File: config.mk
export PLATFORM = sky130hd
export DESIGN_NAME = sram_fifo_ctrl
export DESIGN_NICKNAME = d
export VERILOG_FILES = /design/src/rtl/sram_fifo_ctrl_pkg.sv /design/src/rtl/sram_1w1r.sv /design/src/rtl/sram_fifo_ctrl.sv
export SDC_FILE = /design/constraint.sdc
export NUM_CORES = 1
export LEC_CHECK = 0
export ABC_AREA = 1
export CAP_MARGIN = 5
export CORE_ASPECT_RATIO = 1.1
export CORE_MARGIN = 4
export CORE_UTILIZATION = 40
export DETAILED_ROUTE_END_ITERATION = 8
export GPL_TIMING_DRIVEN = 0
export PLACE_DENSITY = 0.66
export SETUP_SLACK_MARGIN = 0.2
export SKIP_CTS_REPAIR_TIMING = 1
export SLEW_MARGIN = 20
export SYNTH_ARGS = -nofsm -noshare
export SYNTH_HDL_FRONTEND = slang
export SYNTH_HIERARCHICAL = 1
export SYNTH_SLANG_ARGS = --single-unit
File: constraint.sdc
create_clock -name i_clk -period 2.8 [get_ports i_clk]
set_input_delay 0.56 -clock i_clk [delete_from_list [all_inputs] [get_ports i_clk]]
set_output_delay 0.56 -clock i_clk [all_outputs]
set_load 0.05 [all_outputs]
File: src/rtl/sram_fifo_ctrl_pkg.sv
// -----------------------------------------------------------------------------
// sram_fifo_ctrl_pkg
//   Default geometry for the SRAM-backed valid/ready FIFO. Every width inside
//   the design is derived locally from the WIDTH/DEPTH parameters. This package
//   only supplies the default values those parameters take.
// -----------------------------------------------------------------------------
package sram_fifo_ctrl_pkg;

  localparam int unsigned DEF_WIDTH = 32;
  localparam int unsigned DEF_DEPTH = 16;

endpackage : sram_fifo_ctrl_pkg

File: src/rtl/sram_1w1r.sv
// -----------------------------------------------------------------------------
// sram_1w1r
//   One-write / one-read synchronous SRAM model. The read has 1 cycle of
//   latency through a registered output. When a read and a write hit the same
//   address in one cycle, the read returns the old contents.
// Ports
//   i_clk     clock
//   i_w_e     write enable
//   i_w_addr  write address
//   i_w_data  write data
//   i_r_e     read enable; o_r_data updates on the next edge
//   i_r_addr  read address
//   o_r_data  registered read data (held when i_r_e=0)
// -----------------------------------------------------------------------------
module sram_1w1r #(
  parameter int unsigned WIDTH = 32,
  parameter int unsigned DEPTH = 16
) (
  input  logic                     i_clk,
  input  logic                     i_w_e,
  input  logic [$clog2(DEPTH)-1:0] i_w_addr,
  input  logic [WIDTH-1:0]         i_w_data,
  input  logic                     i_r_e,
  input  logic [$clog2(DEPTH)-1:0] i_r_addr,
  output logic [WIDTH-1:0]         o_r_data
);

  logic [WIDTH-1:0] r_mem [DEPTH];
  logic [WIDTH-1:0] r_rdata;

  // NOTE: the array and its read register carry no reset. This lets the tool
  // map them onto a real SRAM macro. Nothing downstream consumes r_rdata
  // unless a read was issued first.
  always_ff @(posedge i_clk) begin
    if (i_w_e) r_mem[i_w_addr] <= i_w_data;
    if (i_r_e) r_rdata <= r_mem[i_r_addr];
  end

  assign o_r_data = r_rdata;

endmodule : sram_1w1r

File: src/rtl/sram_fifo_ctrl.sv
// -----------------------------------------------------------------------------
// sram_fifo_ctrl
//   Valid/ready FIFO built on one sram_1w1r. A 2-entry output buffer hides the
//   SRAM's registered read latency, so the FIFO sustains 1 enqueue and
//   1 dequeue per cycle. Total capacity is DEPTH+2 entries.
// Ports
//   i_clk, i_rst_n            clock; asynchronous active-low reset
//   i_flush                   synchronous discard of all contents
//   i_enq_valid/o_enq_ready   enqueue handshake, payload i_enq_data
//   o_deq_valid/i_deq_ready   dequeue handshake, payload o_deq_data
//   o_count                   entries held (SRAM + in-flight read + buffer)
//   o_empty / o_full          o_count==0 / o_count==DEPTH+2
// -----------------------------------------------------------------------------
module sram_fifo_ctrl
  import sram_fifo_ctrl_pkg::*;
#(
  parameter int unsigned WIDTH = DEF_WIDTH,
  parameter int unsigned DEPTH = DEF_DEPTH
) (
  input  logic                       i_clk,
  input  logic                       i_rst_n,
  input  logic                       i_flush,
  input  logic                       i_enq_valid,
  output logic                       o_enq_ready,
  input  logic [WIDTH-1:0]           i_enq_data,
  output logic                       o_deq_valid,
  input  logic                       i_deq_ready,
  output logic [WIDTH-1:0]           o_deq_data,
  output logic [$clog2(DEPTH+3)-1:0] o_count,
  output logic                       o_empty,
  output logic                       o_full
);

  localparam int unsigned AW = $clog2(DEPTH);
  localparam int unsigned CW = $clog2(DEPTH+3);
  localparam logic [AW:0]   SRAM_FULL  = (AW+1)'(DEPTH);
  localparam logic [CW-1:0] TOTAL_FULL = CW'(DEPTH + 2);

  logic [AW-1:0]    r_wr_ptr, r_rd_ptr;
  logic [AW:0]      r_sram_cnt;     // written, not yet read-issued
  logic             r_rd_pending;   // SRAM read data lands this cycle
  logic [1:0]       r_out_cnt;      // output buffer occupancy, 0..2
  logic [WIDTH-1:0] r_out_data0;    // head
  logic [WIDTH-1:0] r_out_data1;

  logic             w_enq_fire, w_deq_fire, w_issue, w_push;
  logic [2:0]       w_occ;
  logic [WIDTH-1:0] w_r_data;

  // Flush beats same-cycle handshakes, so both fires are masked by it.
  assign w_enq_fire = i_enq_valid & o_enq_ready & ~i_flush;
  assign w_deq_fire = o_deq_valid & i_deq_ready & ~i_flush;

  // A read issued now lands next cycle, so the buffer must have room for it
  // once this cycle's pop has been counted. Only committed SRAM entries are
  // read, so a read never targets this cycle's write address.
  assign w_occ   = 3'(r_out_cnt) + 3'(r_rd_pending);
  assign w_issue = (r_sram_cnt != '0) & ~i_flush &
                   ((w_occ < 3'd2) | (w_deq_fire & (w_occ == 3'd2)));
  assign w_push  = r_rd_pending & ~i_flush;

  sram_1w1r #(
    .WIDTH (WIDTH),
    .DEPTH (DEPTH)
  ) u_ram (
    .i_clk    (i_clk),
    .i_w_e    (w_enq_fire),
    .i_w_addr (r_wr_ptr),
    .i_w_data (i_enq_data),
    .i_r_e    (w_issue),
    .i_r_addr (r_rd_ptr),
    .o_r_data (w_r_data)
  );

  // NOTE: sequential state uses non-blocking assignments, so every register
  // samples pre-edge values and evaluation order inside the block is irrelevant.
  always_ff @(posedge i_clk or negedge i_rst_n) begin
    if (!i_rst_n) begin
      r_wr_ptr     <= '0;
      r_rd_ptr     <= '0;
      r_sram_cnt   <= '0;
      r_rd_pending <= 1'b0;
    end else if (i_flush) begin
      r_wr_ptr     <= '0;
      r_rd_ptr     <= '0;
      r_sram_cnt   <= '0;
      r_rd_pending <= 1'b0;
    end else begin
      if (w_enq_fire) r_wr_ptr <= r_wr_ptr + 1'b1;
      if (w_issue)    r_rd_ptr <= r_rd_ptr + 1'b1;
      r_rd_pending <= w_issue;
      if (w_enq_fire && !w_issue)      r_sram_cnt <= r_sram_cnt + 1'b1;
      else if (!w_enq_fire && w_issue) r_sram_cnt <= r_sram_cnt - 1'b1;
    end
  end

  // Output buffer: shift-style 2-entry FIFO with r_out_data0 as head.
  // The issue rule rules out a push into a full buffer and a pop from an
  // empty one.
  always_ff @(posedge i_clk or negedge i_rst_n) begin
    if (!i_rst_n) begin
      r_out_cnt   <= '0;
      r_out_data0 <= '0;
      r_out_data1 <= '0;
    end else if (i_flush) begin
      r_out_cnt <= '0;
    end else begin
      unique case ({w_push, w_deq_fire})
        2'b10: begin
          if (r_out_cnt == 2'd0) r_out_data0 <= w_r_data;
          else                   r_out_data1 <= w_r_data;
          r_out_cnt <= r_out_cnt + 1'b1;
        end
        2'b01: begin
          r_out_data0 <= r_out_data1;
          r_out_cnt   <= r_out_cnt - 1'b1;
        end
        2'b11: begin
          if (r_out_cnt == 2'd1) begin
            r_out_data0 <= w_r_data;
          end else begin
            r_out_data0 <= r_out_data1;
            r_out_data1 <= w_r_data;
          end
        end
        default: ;
      endcase
    end
  end

  assign o_enq_ready = (r_sram_cnt < SRAM_FULL);
  assign o_deq_valid = (r_out_cnt != 2'd0);
  assign o_deq_data  = r_out_data0;
  assign o_count     = CW'(r_sram_cnt) + CW'(r_rd_pending) + CW'(r_out_cnt);
  assign o_empty     = (o_count == '0);
  assign o_full      = (o_count == TOTAL_FULL);

endmodule : sram_fifo_ctrl
==> results of run 1 <==
-- cell type report --
type,instances,area share
multi-input cells,1350,0.206
clock buffers,69,0.0496
well taps,858,0.0331
plain buffers,124,0.0263
diodes,1,0.0000771
repair buffers,143,0.0561
inverters,415,0.0482
clock inverters,44,0.0155
flip-flops and latches,624,0.565
-- through the flow --
stage                     hold WS, ns  instances   util  power (mW)  worst slack (ns)
after global placement          0.460       3446  0.437        20.1             -1.67
after global routing            0.254       3627  0.486        30.4            -0.441
final                           0.251       3628  0.486        29.1            -0.339
after floorplan                 0.264       2512      -        17.4           -0.0370
after CTS                      -0.170       3584  0.479        28.9             -1.21
after detailed placement        0.459       3471  0.447        20.4            -0.527
-- worst max-delay path, delay by kind of cell (launching register included) --
family / cells / cell delay [ns]
xor+xnor: 1 / 0.23
fa+ha+maj: 2 / 0.63
buf+inv: 3 / 0.32
flops: 1 / 0.39
simple gates: 2 / 0.37
-- cell usage after synthesis (all sizes together), types with 2 or more instances --
| cell | count |
|---|---|
| ha | 12 |
| nand3b | 2 |
| a21oi | 7 |
| o21ai | 11 |
| nand2 | 743 |
| fa | 3 |
| inv | 415 |
| mux2 | 32 |
| nor2 | 66 |
| buf | 107 |
| xor2 | 4 |
| clkbuf | 17 |
| a22o | 2 |
| dfrtp | 80 |
| nand3 | 429 |
| a31oi | 33 |
| edfxtp | 544 |
-- kinds of logic (layout without fill, tap and decap cells) --
logic type | Yosys count | in the layout | synth area share
buffers and inverters | 539 | 795 | 0.0889
flip-flops | 624 | 624 | 0.675
other | 0 | 1 | 0
adder cells (fa/ha/maj) | 15 | 15 | 0.00774
XOR/XNOR | 4 | 4 | 0.00129
AO/OA/AOI/OAI | 54 | 55 | 0.0189
multiplexers | 32 | 32 | 0.0133
AND/OR/NAND/NOR | 1244 | 1244 | 0.195
-- layer usage --
metal | vias up | share of wire | track usage
li1 | 8639 | - | -
met1 | 9038 | 0.37 | 0.248
met2 | 954 | 0.49 | 0.341
met3 | 182 | 0.098 | 0.0366
met4 | 0 | 0.042 | 0.0835
met5 | - | 0 | 0
-- cells in the final DEF, fill, tap and decap left out, drive strengths merged, types with 3 or more instances in the layout --
cell / n
mux2: 32
buf: 181
edfxtp: 544
clkbuf: 86
nand2: 743
bufinv: 11
o21ai: 11
clkdlybuf4s50: 66
nand3: 429
xor2: 4
inv: 416
nor2: 66
clkinv: 30
ha: 12
a21oi: 8
dfrtp: 80
fa: 3
a31oi: 33
-- power breakdown --
| group | total (mW) | switching (mW) | internal (mW) |
|---|---|---|---|
| combinational | 8.98 | 6.00 | 2.98 |
| sequential | 11.5 | 0.482 | 11.1 |
| clock | 8.60 | 3.48 | 5.12 |
| total | 29.1 | 9.97 | 19.1 |
-- final timing paths --
path                         startpoint         endpoint  slack (ns)  cells past startpoint
min                             i_flush      r_wr_ptr[0]        0.25                      2
max reg2reg                r_out_cnt[0]    r_sram_cnt[4]        0.25                     17
max                        r_rd_pending          o_empty       -0.34                      8
min reg2reg                 r_rd_ptr[3]      r_rd_ptr[3]        0.48                      1
min in group asynchronous       i_rst_n   o_deq_data[11]        0.40                      2
max in group asynchronous       i_rst_n  r_out_data1[30]        1.81                      3
-- registers in the layout (all words and copies together), names as in the netlist --
signal / flops
r_wr_ptr: 4
r_out_cnt: 2
r_rd_pending: 1
o_deq_data: 32
u_ram/o_r_data: 32
u_ram/r_mem: 512
r_out_data1: 32
r_sram_cnt: 5
r_rd_ptr: 4
==> results.md, run 1 <==
- EDFF count, synth: roughly 540
- Area Growth Syn to Fin: 19.4%
- # fillers: between 5000 and 6000
- Initial Util: 0.407
- Largest net degree at the start of global routing: 57
- FP Rows: 99
- Clock root buffer: clkbuf_16
- Share of layout cells above drive strength 1: 0.132
- Critical Path RT: about 2.2 ns
- Number of global-route vias before repair: around 18000
- Fin crit period: 3.14 ns
- Synth Flop Type: edfxtp_1
- Die area: 72200 sq um
- Synth top area share: 0.601
- Core Area: ~67000 sq um
- RePlAce Congestion: a little over 0.8
- Netlist cell types: 37
- Critical Setup Path Class: reg2out
- Crit-path max cell delay: 0.39 ns
- First-pass GRT wire length: about 110000 um
- Crit path arrival time: ~2.6 ns
- Drt pass-1 iters: 8
- Pwr Density: about 900 nW/um^2
- Flip-flop and latch area: approximately 18000 sq um
- Total negative setup slack: -0.873 ns
- Total Routed Length: between 70000 and 80000 um
- Post-synthesis cell count: approximately 2500
- DRC violations left: 0
- Yosys top cell by area: edfxtp_1
- Final setup margin: -0.339 ns
- Cts bufs inserted: slightly above 60
- Worst-path clk slew: 0.07 ns
- CTS Sinks: between 600 and 700
- Setup Viol. Count Final: 3
- FFs w/ async S/R, synth: 0.128
- Clk Latency, worst-skew pair: ~0.64 ns
- Antenna Nets Post-Route: 0
- GRT Overall Usage: 0.198
- Max transition margin: 0.297
- Worst-path fanout max: 3
- Avg Synthesized Cell Area: around 11 sq um
- Syn Nets: 2564
- Setup crit end kind: output port
- RSZ-0062 raised after global routing: yes
- Die height: about 280 um
- Design area: 32400 sq um
- Synth warn: 6
- Period utilisation layout: 1.12
- Max cap viols: 0
- Crit-path slowest cell: dfrtp_1
- Die Wd: 257 um
- DP Area: roughly 30000 sq um
- Post-Syn Area: roughly 27000 sq um
- Worst path cell trace: inv_2, fa_2, inv_2, fa_2, nand3_4, xor2_4, nor4_4, buf_6
- Final Hold Viols: 0
- Slew Limit Fails: 0
- VDD IR max: 0.523 mV
- Initial antenna violation count: 1
- Starting DRT DRC Count: 2300
- Multi-input gate area: 6690 sq um
- Vias: about 19000
- Tightest Pin Transition: roughly 1.1 ns
- Violated checks: setup timing
- Final #Nets: 2771
- Clock buffer depth: 3
- Top cells by area, synth: edfxtp_1 (60%), nand2_1 (10%), nand3_1 (7.9%)
- TritonCTS clock tree: yes
- Skew final: 0.0227 ns
- HP Class: in2reg
- Vias per std cell: ~5.2
- Post-DP HPWL: 49400 um
- Yosys reg bits: between 600 and 700
- Port Buffers: between 70 and 80
- Leakage power: roughly 14 nW
- Run status: finished, violations left
- CP Launch Type: flop
- F_max: 0.319 GHz
- H-tree depth: 2
- Share of the yosys chip area belonging to registers: 0.675
- IO Count: between 70 and 80
- Grt ovf: 0
- Wire per inst: 20.4 um
No activity file was read; power rests on OpenSTA's default activity.
==> run 2: changes to the inputs <==
CAP_MARGIN = 25   (was 5)
TNS_END_PERCENT = 20   (was not set)
==> run 2 against run 1 <==
Compared with the run above: the flow still finishes with violations (setup timing); combinational power is 0.9% lower; register-to-register slack worse by 0.02 ns; setup slack better by 0.0023 ns; non-clock buffer count decreased by 26; global-route usage grew 0.16 points; clock skew down 0.0032 ns; core utilization is 0.67 points lower; sequential power about the same; via count down 0.71%; maximum frequency is essentially flat; sequential share of layout area grew 0.79 points; clock power fell by 7.8%; critical path type unchanged; critical endpoint unchanged.
==> results.md, run 2 (synthesized netlist as in run 1, its figures left out) <==
- Max cap viols: 0 (unchanged)
- # fillers: 5819 (was 5618)
- Finished Layout Cells: 3597 (was 3628)
- Violated checks: setup timing (unchanged)
- Global Route met1 Usage: 0.245 (was 0.248)
- VDD IR max: 0.460 mV (was 0.523 mV)
- Largest net degree at the start of global routing: 55 (was 57)
- Final core occ: 0.479 (was 0.486)
- Port Buffers: 76 (unchanged)
- CP Launch Type: flop (unchanged)
- Most frequent cells in the layout: nand2_1 (734), edfxtp_1 (544), nand3_1 (425), inv_1 (406), dfrtp_1 (79) (was nand2_1 (734), edfxtp_1 (544), nand3_1 (426), inv_1 (407), dfrtp_1 (79))
- Tightest Pin Transition: 1.06 ns (was 1.05 ns)
- Max transition margin: 0.295 (was 0.297)
- Drt pass-1 iters: 6 (was 8)
- Worst-path fanout max: 4 (was 3)
- Worst path cell trace: inv_2, fa_2, inv_2, fa_2, xor2_4, or2_4, nor4_4, buf_6 (was inv_2, fa_2, inv_2, fa_2, nand3_4, xor2_4, nor4_4, buf_6)
- TritonCTS clock tree: yes (unchanged)
- Final Hold Viols: 0 (unchanged)
- Post-place setup slack: -0.506 ns (was -0.527 ns)
- First-pass GRT wire length: 110000 um (was 109000 um)
- Commonest non-fill, non-tap cell in the layout: nand2_1 (unchanged)
- Pwr Density: 887 nW/um^2 (was 897 nW/um^2)
- Crit-path slowest cell: dfrtp_2 (was dfrtp_1)
- Area Growth Syn to Fin: 17.8% (was 19.4%)
- Core Area: 66800 sq um (unchanged)
- Skew final: 0.0195 ns (was 0.0227 ns)
- F_max: 0.319 GHz (about the same)
- Die Wd: 257 um (unchanged)
- Grt ovf: 0 (unchanged)
- CTS Sinks: 624 (unchanged)
- IO Count: 78 (unchanged)
- Die height: 281 um (unchanged)
- DRC violations left: 0 (unchanged)
- Antenna Nets Post-Route: 0 (unchanged)
- Crit-path max cell delay: 0.44 ns (was 0.39 ns)
- Critical Setup Path Class: reg2out (unchanged)
- RePlAce Congestion: 0.850 (was 0.825)
- Initial Util: 0.407 (unchanged)
- Met3 usage: 0.0467 (was 0.0366)
- Total Routed Length: 74200 um (was 74100 um)
- Critical Path RT: 2.24 ns (about the same)
- Final setup margin: -0.337 ns (was -0.339 ns)
- Worst-path clk slew: 0.06 ns (was 0.07 ns)
- Hold Crit Start: i_flush (unchanged)
- RSZ-0062 raised after global routing: yes (unchanged)
- Placed insts: 3472 (was 3471)
- Leakage power: 13.3 nW (was 13.6 nW)
- HP Class: in2reg (unchanged)
- Final #Nets: 2741 (was 2771)
- Number of global-route vias before repair: 18227 (was 18065)
- Hold_ws: 0.271 ns (was 0.251 ns)
- Worst r2r dst: r_sram_cnt[4] (unchanged)
- M2 GR Usage: 0.341 (about the same)
- Share of layout cells above drive strength 1: 0.122 (was 0.132)
- Clk Latency, worst-skew pair: 0.63 ns (was 0.64 ns)
- Initial antenna violation count: 2 (was 1)
- Peak-usage layer in the global routing report: met2 (unchanged)
- Die area: 72200 sq um (unchanged)
- H-tree depth: 2 (unchanged)
- Cts bufs inserted: 58 (was 61)
- Setup crit end kind: output port (unchanged)
- WHS Path Cells: 2 (unchanged)
- Largest Register: u_ram/r_mem (unchanged)
- Hold Path End: r_wr_ptr[0] (unchanged)
- Period utilisation layout: 1.12 (about the same)
- Clock root buffer: clkbuf_16 (unchanged)
- Fin crit period: 3.14 ns (about the same)
- FP Rows: 99 (unchanged)
- Clock buffer depth: 3 (unchanged)
- Largest register FFs: 512 (unchanged)
- R2R setup slack: 0.23 ns (was 0.25 ns)
- Slew Limit Fails: 0 (unchanged)
- Vias per std cell: 5.19 (about the same)
- Crit path arrival time: 2.58 ns (about the same)
- Total negative setup slack: -0.891 ns (was -0.873 ns)
- Starting DRT DRC Count: 2034 (was 2300)
- RR Startpoint: r_rd_pending (was r_out_cnt[0])
- GRT Overall Usage: 0.200 (was 0.198)
- Worst R2R Path Depth: 17 (unchanged)
- Run status: finished, violations left (unchanged)
- Setup Viol. Count Final: 3 (unchanged)
- Wire per inst: 20.6 um (was 20.4 um)
- Post-DP HPWL: 50000 um (was 49400 um)
- Vias: 18679 (was 18813)
-- run 2: cell count changes in the layout (fill, tap and decap cells not counted), moves of 3 or more --
cell,before,now
clkinv_1,11,7
bufinv_16,11,4
buf_12,14,9
buf_4,42,21
clkinv_2,18,10
clkinvlp_4,1,4
clkbuf_1,21,26
clkbuf_8,3,7
nand2_2,4,7
clkbuf_4,0,5
-- run 2: through the flow --
stage | total power [mW] | instance area, sq um
2_1_floorplan | 17.3 | 27300
3_3_place_gp | 20.1 | 29100
3_5_place_dp | 20.4 | 29900
4_1_cts | 28.3 | 31800
5_1_grt | 29.5 | 32000
6_report | 28.4 | 32000
-- run 2: layer usage --
layer | share of wire | vias to the layer above
met4 | 0.045 | 0
met1 | 0.38 | 8905
met5 | 0 | -
met3 | 0.10 | 222
met2 | 0.48 | 981
li1 | - | 8571
-- run 2: final cells by class --
type,instances,area (sq um),share of cell area
Tap cell,858,1070,0.0335
Antenna cell,1,2.50,0.0000782
Clock inverter,29,267,0.00833
Sequential cell,624,18300,0.573
Buffer,124,852,0.0266
Inverter,415,1560,0.0488
Clock buffer,80,1660,0.0519
Timing Repair Buffer,117,1590,0.0496
Multi-Input combinational cell,1349,6650,0.208
-- run 2: power breakdown --
part,internal [mW],switching (mW),leakage (nW)
sequential,11.1,0.479,5.85
combinational,2.92,5.99,6.53
clock,4.52,3.41,0.946
-- run 2: how the worst max path moves through the flow --
stage | start | to | cells after the start
floorplan | r_rd_pending | o_empty | 7
global placement | i_rst_n | r_out_data1[27] | 1
detailed placement | r_sram_cnt[0] | o_full | 9
CTS | r_sram_cnt[0] | o_full | 9
global route | r_rd_pending | o_empty | 8
finish | r_sram_cnt[0] | o_empty | 8
-- run 2: worst max-delay path: cells and delay by family (launching register included) --
family                     cells  cell delay (ns)
xor gates and xnor gates       1             0.18
adders and majority gates      2             0.61
buffers and inverters          3             0.33
DFF                            1             0.44
and+or+nand+nor                2             0.41
